<file path="src/rtl/qsfp_mgmt_ctrl.sv">
// QSFP+ low-speed sideband control/status block with Wishbone register access.
// Debounces module presence, sequences reset/init, and latches events for an interrupt.
module qsfp_mgmt_ctrl #(
  parameter int unsigned DEBOUNCE_CYCLES    = 1000000,
  parameter int unsigned RESET_PULSE_CYCLES = 1000,
  parameter int unsigned INIT_WAIT_CYCLES   = 200000000,
  parameter int unsigned CNT_WIDTH          = 28
) (
  input  logic        clk,
  input  logic        rst_n,
  input  logic        modprs_b_i,
  input  logic        int_b_i,
  output logic        modsel_b_o,
  output logic        reset_b_o,
  output logic        lp_mode_o,
  output logic        module_ready_o,
  output logic        irq_o,
  input  logic [7:0]  wb_adr,
  input  logic [31:0] wb_dat_i,
  output logic [31:0] wb_dat_o,
  input  logic        wb_we,
  input  logic        wb_stb,
  input  logic        wb_cyc,
  output logic        wb_ack
);

  typedef enum logic [1:0] {
    StAbsent   = 2'd0,
    StReset    = 2'd1,
    StInitWait = 2'd2,
    StReady    = 2'd3
  } state_e;

  localparam logic [CNT_WIDTH-1:0] DebLast  = CNT_WIDTH'(DEBOUNCE_CYCLES - 1);
  localparam logic [CNT_WIDTH-1:0] RstLast  = CNT_WIDTH'(RESET_PULSE_CYCLES - 1);
  localparam logic [CNT_WIDTH-1:0] InitLast = CNT_WIDTH'(INIT_WAIT_CYCLES - 1);

  localparam logic [7:0] AdrCtrl   = 8'h00;
  localparam logic [7:0] AdrStatus = 8'h01;
  localparam logic [7:0] AdrEvent  = 8'h02;
  localparam logic [7:0] AdrIrqEn  = 8'h03;
  localparam logic [7:0] AdrInsCnt = 8'h04;

  logic                 modprs_meta_q, modprs_sync_q;
  logic                 int_meta_q, int_sync_q, int_prev_q;
  logic                 present_q;
  logic [CNT_WIDTH-1:0] deb_cnt_q;
  state_e               state_q;
  logic [CNT_WIDTH-1:0] timer_q;
  logic [15:0]          insert_cnt_q;
  logic [2:0]           event_q, event_d, event_set, event_clr;
  logic [2:0]           irq_en_q;
  logic [31:0]          rdata;

  logic wb_req, wr_ctrl, wr_event, wr_irq_en, sw_reset_req;
  logic set_insert, set_remove, int_fall;
  logic unused_wdata;

  assign unused_wdata = ^wb_dat_i[31:3];

  always_ff @(posedge clk or negedge rst_n) begin
    if (!rst_n) begin
      modprs_meta_q <= 1'b0;
      modprs_sync_q <= 1'b0;
      int_meta_q    <= 1'b0;
      int_sync_q    <= 1'b0;
      int_prev_q    <= 1'b0;
    end else begin
      modprs_meta_q <= modprs_b_i;
      modprs_sync_q <= modprs_meta_q;
      int_meta_q    <= int_b_i;
      int_sync_q    <= int_meta_q;
      int_prev_q    <= int_sync_q;
    end
  end

  // present is the inverse of modprs_b, so equality means the pin disagrees with present
  always_ff @(posedge clk or negedge rst_n) begin
    if (!rst_n) begin
      present_q <= 1'b0;
      deb_cnt_q <= '0;
    end else if (modprs_sync_q == present_q) begin
      if (deb_cnt_q == DebLast) begin
        present_q <= ~present_q;
        deb_cnt_q <= '0;
      end else begin
        deb_cnt_q <= deb_cnt_q + 1'b1;
      end
    end else begin
      deb_cnt_q <= '0;
    end
  end

  assign wb_req       = wb_cyc & wb_stb & ~wb_ack;
  assign wr_ctrl      = wb_req & wb_we & (wb_adr == AdrCtrl);
  assign wr_event     = wb_req & wb_we & (wb_adr == AdrEvent);
  assign wr_irq_en    = wb_req & wb_we & (wb_adr == AdrIrqEn);
  assign sw_reset_req = wr_ctrl & wb_dat_i[0];

  assign set_insert = (state_q == StAbsent) & present_q;
  assign set_remove = (state_q != StAbsent) & ~present_q;
  assign int_fall   = int_prev_q & ~int_sync_q;

  always_ff @(posedge clk or negedge rst_n) begin
    if (!rst_n) begin
      state_q        <= StAbsent;
      timer_q        <= '0;
      reset_b_o      <= 1'b0;
      module_ready_o <= 1'b0;
    end else begin
      unique case (state_q)
        StAbsent: begin
          if (present_q) begin
            state_q <= StReset;
            timer_q <= '0;
          end
        end
        StReset: begin
          if (!present_q) begin
            state_q <= StAbsent;
            timer_q <= '0;
          end else if (timer_q == RstLast) begin
            state_q   <= StInitWait;
            timer_q   <= '0;
            reset_b_o <= 1'b1;
          end else begin
            timer_q <= timer_q + 1'b1;
          end
        end
        StInitWait: begin
          if (!present_q) begin
            state_q   <= StAbsent;
            timer_q   <= '0;
            reset_b_o <= 1'b0;
          end else if (sw_reset_req) begin
            state_q   <= StReset;
            timer_q   <= '0;
            reset_b_o <= 1'b0;
          end else if (timer_q == InitLast) begin
            state_q        <= StReady;
            timer_q        <= '0;
            module_ready_o <= 1'b1;
          end else begin
            timer_q <= timer_q + 1'b1;
          end
        end
        StReady: begin
          if (!present_q || sw_reset_req) begin
            state_q        <= present_q ? StReset : StAbsent;
            timer_q        <= '0;
            reset_b_o      <= 1'b0;
            module_ready_o <= 1'b0;
          end
        end
        default: begin
          state_q        <= StAbsent;
          timer_q        <= '0;
          reset_b_o      <= 1'b0;
          module_ready_o <= 1'b0;
        end
      endcase
    end
  end

  // A same-cycle set beats the W1C clear
  always_comb begin
    event_set = {int_fall & present_q, set_remove, set_insert};
    event_clr = wr_event ? wb_dat_i[2:0] : 3'b000;
    event_d   = (event_q & ~event_clr) | event_set;
  end

  always_comb begin
    rdata = '0;
    case (wb_adr)
      AdrCtrl:   rdata[2:1]  = {modsel_b_o, lp_mode_o};
      AdrStatus: rdata[4:0]  = {state_q == StReady, state_q, ~int_sync_q, present_q};
      AdrEvent:  rdata[2:0]  = event_q;
      AdrIrqEn:  rdata[2:0]  = irq_en_q;
      AdrInsCnt: rdata[15:0] = insert_cnt_q;
      default:   rdata       = '0;
    endcase
  end

  always_ff @(posedge clk or negedge rst_n) begin
    if (!rst_n) begin
      wb_ack       <= 1'b0;
      wb_dat_o     <= '0;
      lp_mode_o    <= 1'b0;
      modsel_b_o   <= 1'b0;
      irq_en_q     <= 3'b000;
      event_q      <= 3'b000;
      irq_o        <= 1'b0;
      insert_cnt_q <= '0;
    end else begin
      wb_ack   <= wb_req;
      wb_dat_o <= (wb_req && !wb_we) ? rdata : '0;
      if (wr_ctrl) begin
        lp_mode_o  <= wb_dat_i[1];
        modsel_b_o <= wb_dat_i[2];
      end
      if (wr_irq_en) irq_en_q <= wb_dat_i[2:0];
      event_q <= event_d;
      irq_o   <= |(event_q & irq_en_q);
      if (set_insert) insert_cnt_q <= insert_cnt_q + 16'd1;
    end
  end

endmodule
</file>
<file path="config.mk">
export PLATFORM = sky130hd
export DESIGN_NAME = qsfp_mgmt_ctrl
export DESIGN_NICKNAME = d
export VERILOG_FILES = /design/src/rtl/qsfp_mgmt_ctrl.sv
export SDC_FILE = /design/constraint.sdc
export NUM_CORES = 1
export LEC_CHECK = 0
export ABC_CLOCK_PERIOD_IN_PS = 2300
export CAP_MARGIN = 10
export CORE_MARGIN = 2
export CORE_UTILIZATION = 45
export DETAILED_ROUTE_END_ITERATION = 10
export DONT_BUFFER_PORTS = 1
export SETUP_SLACK_MARGIN = 0.1
export SLEW_MARGIN = 20
export SYNTH_ARGS = -nofsm -noshare
export SYNTH_HDL_FRONTEND = slang
export SYNTH_SLANG_ARGS = --single-unit
export TNS_END_PERCENT = 100
</file>
<file path="constraint.sdc">
create_clock -name clk -period 2.3 [get_ports clk]
set_clock_uncertainty 0.2 [all_clocks]
set_input_delay 0.46 -clock clk [delete_from_list [all_inputs] [get_ports clk]]
set_output_delay 0.46 -clock clk [all_outputs]
set_load 0.005 [all_outputs]
</file>
==> summary.txt <==
Synthesis
  – EDFF count, synth: 0
  – Mapped Area: 5404 um2
  – Sequential-to-total area share from yosys stat: 50.01%
  – Yosys warns: 0
  – Top-area cell type share of the netlist area: 50.01%
  – Synth top area cells: dfrtp_1 (50%), nor2_1 (4.4%), nand2_1 (4.0%)
  – Synth Flop Type: dfrtp_1
  – Distinct cell type count after synthesis: 54
  – Mean Syn Cell Area: 10.03 um2
  – Flops & latches, synth: 108
  – Syn Inst Count: 539
  – Synth async-reset ratio: 100.0%
  – Area leader, netlist: dfrtp_1

Worst setup path
  – Critical Path Slowest Stage Cell: or3_4
  – CP max stage delay: 0.45 ns
  – R2R Path End: timer_q[8]
  – Critical Path, Cell by Cell: nand4_1 > or3_4 > o311ai_4 > buf_6 > nand2_8 > buf_6 > a21o_1 > a22o_1
  – Worst reg2reg path depth: 8
  – Family with the most delay on the worst path: simple AND/OR/NAND/NOR gates
  – RR Startpoint: timer_q[21]
  – Critical path startpoint category: flip-flop
  – Worst Path Class, Setup: flip-flop to flip-flop
  – R2R Setup Slk: -0.12 ns
  – CP Launch Point: timer_q[21]
  – Nature of the critical path endpoint: flip-flop
  – Most used cell along the critical path: buf_6
  – WP data required: 2.34 ns
  – Crit path capture: timer_q[8]
  – CP Depth: 8
  – WP buf/inv: 2
  – Critical-path maximum fanout: 5
  – Worst EP arrival: 2.45 ns

Detailed routing
  – Router iterations before antenna repair: 4
  – Post-route ant nets: 0
  – DR iter-0 viols: 296
  – Vias per cell: 5.500
  – Via count: 4257
  – Wire per inst: 15.77 um
  – DRC violations left: 0
  – Drt total wl: 12200 um

Layout
  – Final nets: 677
  – Share of cells above drive strength 1: 25.20%
  – Number of diodes: 0
  – Most common cell after layout, fill and taps aside: dfrtp_1
  – Fin util: 56.93%
  – Fin area: 6753 um2
  – Most frequent cells in the layout: dfrtp_1 (108), buf_4 (67), nor2_1 (62), nand2_1 (55), nand3_1 (28)
  – Area growth from synthesis to layout: 24.96%

CTS
  – H-tree levels: 3
  – Clock Sinks: 108
  – CTS Hold Bufs: 2
  – Max Buffers Root-to-Sink: 2
  – TritonCTS clock tree: yes
  – Clock transition at path regs: 0.07 ns
  – CTS buffer count: 9
  – CTS root buffer: clkbuf_16
  – Clock Latency Late Sink: 0.36 ns

GRT
  – Met3 Use GR: 5.101%
  – Largest net degree at the start of global routing: 109
  – Total track usage: 19.58%
  – GR peak layer: met2
  – Overflow after GRT: 0
  – First-pass GRT wire length: 20040 um
  – Grt met2 use: 31.78%
  – Met1 Use GR: 25.70%
  – Vias in the first global route: 4163
  – Initial antenna violation count: 0

Power and ir drop
  – Net Sw Power: 0.7811 mW
  – Sequential share of power: 54.6%
  – Clk network pwr share: 44.0%
  – Pint: 2.727 mW
  – Final Power: 3.509 mW
  – Peak supply drop: 0.3436 mV
  – Logic gate share of total power: 1.4%
  – Sw frac: 22.26%
  – Lkg Pwr: 3.069 nW
  – Pwr/cell area: 519.6 nW/um2

Timing
  – Worst hold margin: -0.4072 ns
  – RSZ-0062 raised after global routing: yes
  – Tcrit/Tclk final: 105.1%
  – Final worst slack: -0.1169 ns
  – Final Setup Violations: 17
  – Final hold violation count: 108
  – Setup TNS: -1.237 ns
  – Fin. max-slew vios: 0
  – Fin crit period: 2.417 ns
  – Max Clk Rate: 0.4138 GHz

Outcome
  – Run status: complete, but fails checks
  – Failing checks: negative hold slack, negative setup slack

Placed design
  – RePlAce Congestion: 0.8450
  – DP Wirelength: 8051 um
  – IO buf count: 0
  – Post-DP Area: 6006 um2

Floorplan
  – Die height: 113.6 um
  – Row cnt: 40
  – Starting Density: 45.56%
  – I/O pin total: 85
  – Core area: 11860 um2
  – Die width: 113.6 um
  – Die area: 12900 um2

Job
  – Maxcap violations: 0

Worst hold path
  – Worst min path class: input pin to async pin
[cells by family after synthesis]
group | Yosys count | share of synthesized area (%)
AOI/OAI and AO/OA | 71 | 10.03
xor gates and xnor gates | 42 | 6.807
adders and majority gates | 8 | 1.852
buffers and inverters | 42 | 4.353
DFF | 108 | 50.01
muxes | 12 | 2.848
other | 1 | 0.06939
and+or+nand+nor | 255 | 24.03
[worst min path at each step]
stage | slack (ns) | end | cells after the start | from
after CTS | -0.42 | deb_cnt_q[7] | 0 | rst_n
after global placement | -0.03 | deb_cnt_q[5] | 0 | rst_n
final | -0.41 | deb_cnt_q[7] | 0 | rst_n
after floorplan | -0.04 | deb_cnt_q[0] | 0 | rst_n
after detailed placement | -0.03 | deb_cnt_q[7] | 0 | rst_n
after global routing | -0.44 | event_q[0] | 0 | rst_n
[final cells by class]
type                    count  area [um2]
repair buffers             85       719.4
inverters                  12       45.04
well taps                 147       183.9
clock inverters             6       63.81
fillers                   987        5109
clock buffers              10       239.0
multi-input cells         406        2799
flip-flops and latches    108        2703
[power by group through the flow]
| stage | sequential (mW) | combinational (mW) | clock, mW |
|---|---|---|---|
| 2_1_floorplan | 1.95 | 0.0600 | 0 |
| 3_3_place_gp | 1.95 | 0.0444 | 0 |
| 3_5_place_dp | 1.95 | 0.0452 | 0 |
| 4_1_cts | 1.92 | 0.0481 | 1.60 |
| 5_1_grt | 1.92 | 0.0540 | 1.68 |
| 6_report | 1.92 | 0.0479 | 1.54 |
[sequential cells by signal, summed over array words and instances, names as in the netlist, 2 cells and up]
name,count
event_q,3
irq_en_q,3
state_q,2
timer_q,28
wb_dat_o,16
insert_cnt_q,16
deb_cnt_q,28
[worst register-to-register path: cells and delay by family (launching register included)]
family / cells / cell delay [ns]
flip-flops: 1 / 0.40
buffers and inverters: 2 / 0.33
AND/OR/NAND/NOR: 3 / 0.69
AO/OA/AOI/OAI: 3 / 0.67
[repair_timing]
item,CTS,global route
setup endpoints to repair,31,59
endpoints found under the hold margin,110,108
cloned,2,0
resized for setup,28,47
setup buffers,8,8
pin swaps,16,24
[cells in the mapped netlist (all sizes together), types with 3 or more instances]
master   count
nor2        64
a21o        11
buf         23
nor2b        3
mux2         7
ha           8
nand4       15
inv         12
and2        18
and3        17
clkbuf       7
nand2b       3
a221o        3
o31ai        3
nand2       58
nor4        10
mux2i        3
nor3        13
o21ai       13
dfrtp      108
nand3       30
a22oi        4
xor2        19
and3b        3
o22ai        4
o311ai       3
a21oi        6
and4         6
xnor2       23
o2bb2ai      3
or3          5
a22o        14
[metrics by stage]
step / cells / setup slack, ns
floorplan: 554 / 0.02983
global placement: 741 / -0.1462
detailed placement: 741 / -0.2078
CTS: 768 / -0.04920
global route: 774 / -0.1879
finish: 774 / -0.1169
[per-layer routing]
| metal | up-vias | wire, um |
|---|---|---|
| met1 | 2082 | 5407 |
| met5 | - | 0 |
| met2 | 115 | 5948 |
| met4 | 0 | 255 |
| li1 | 2040 | - |
| met3 | 20 | 593 |
Power figures use the tool's default switching activity.
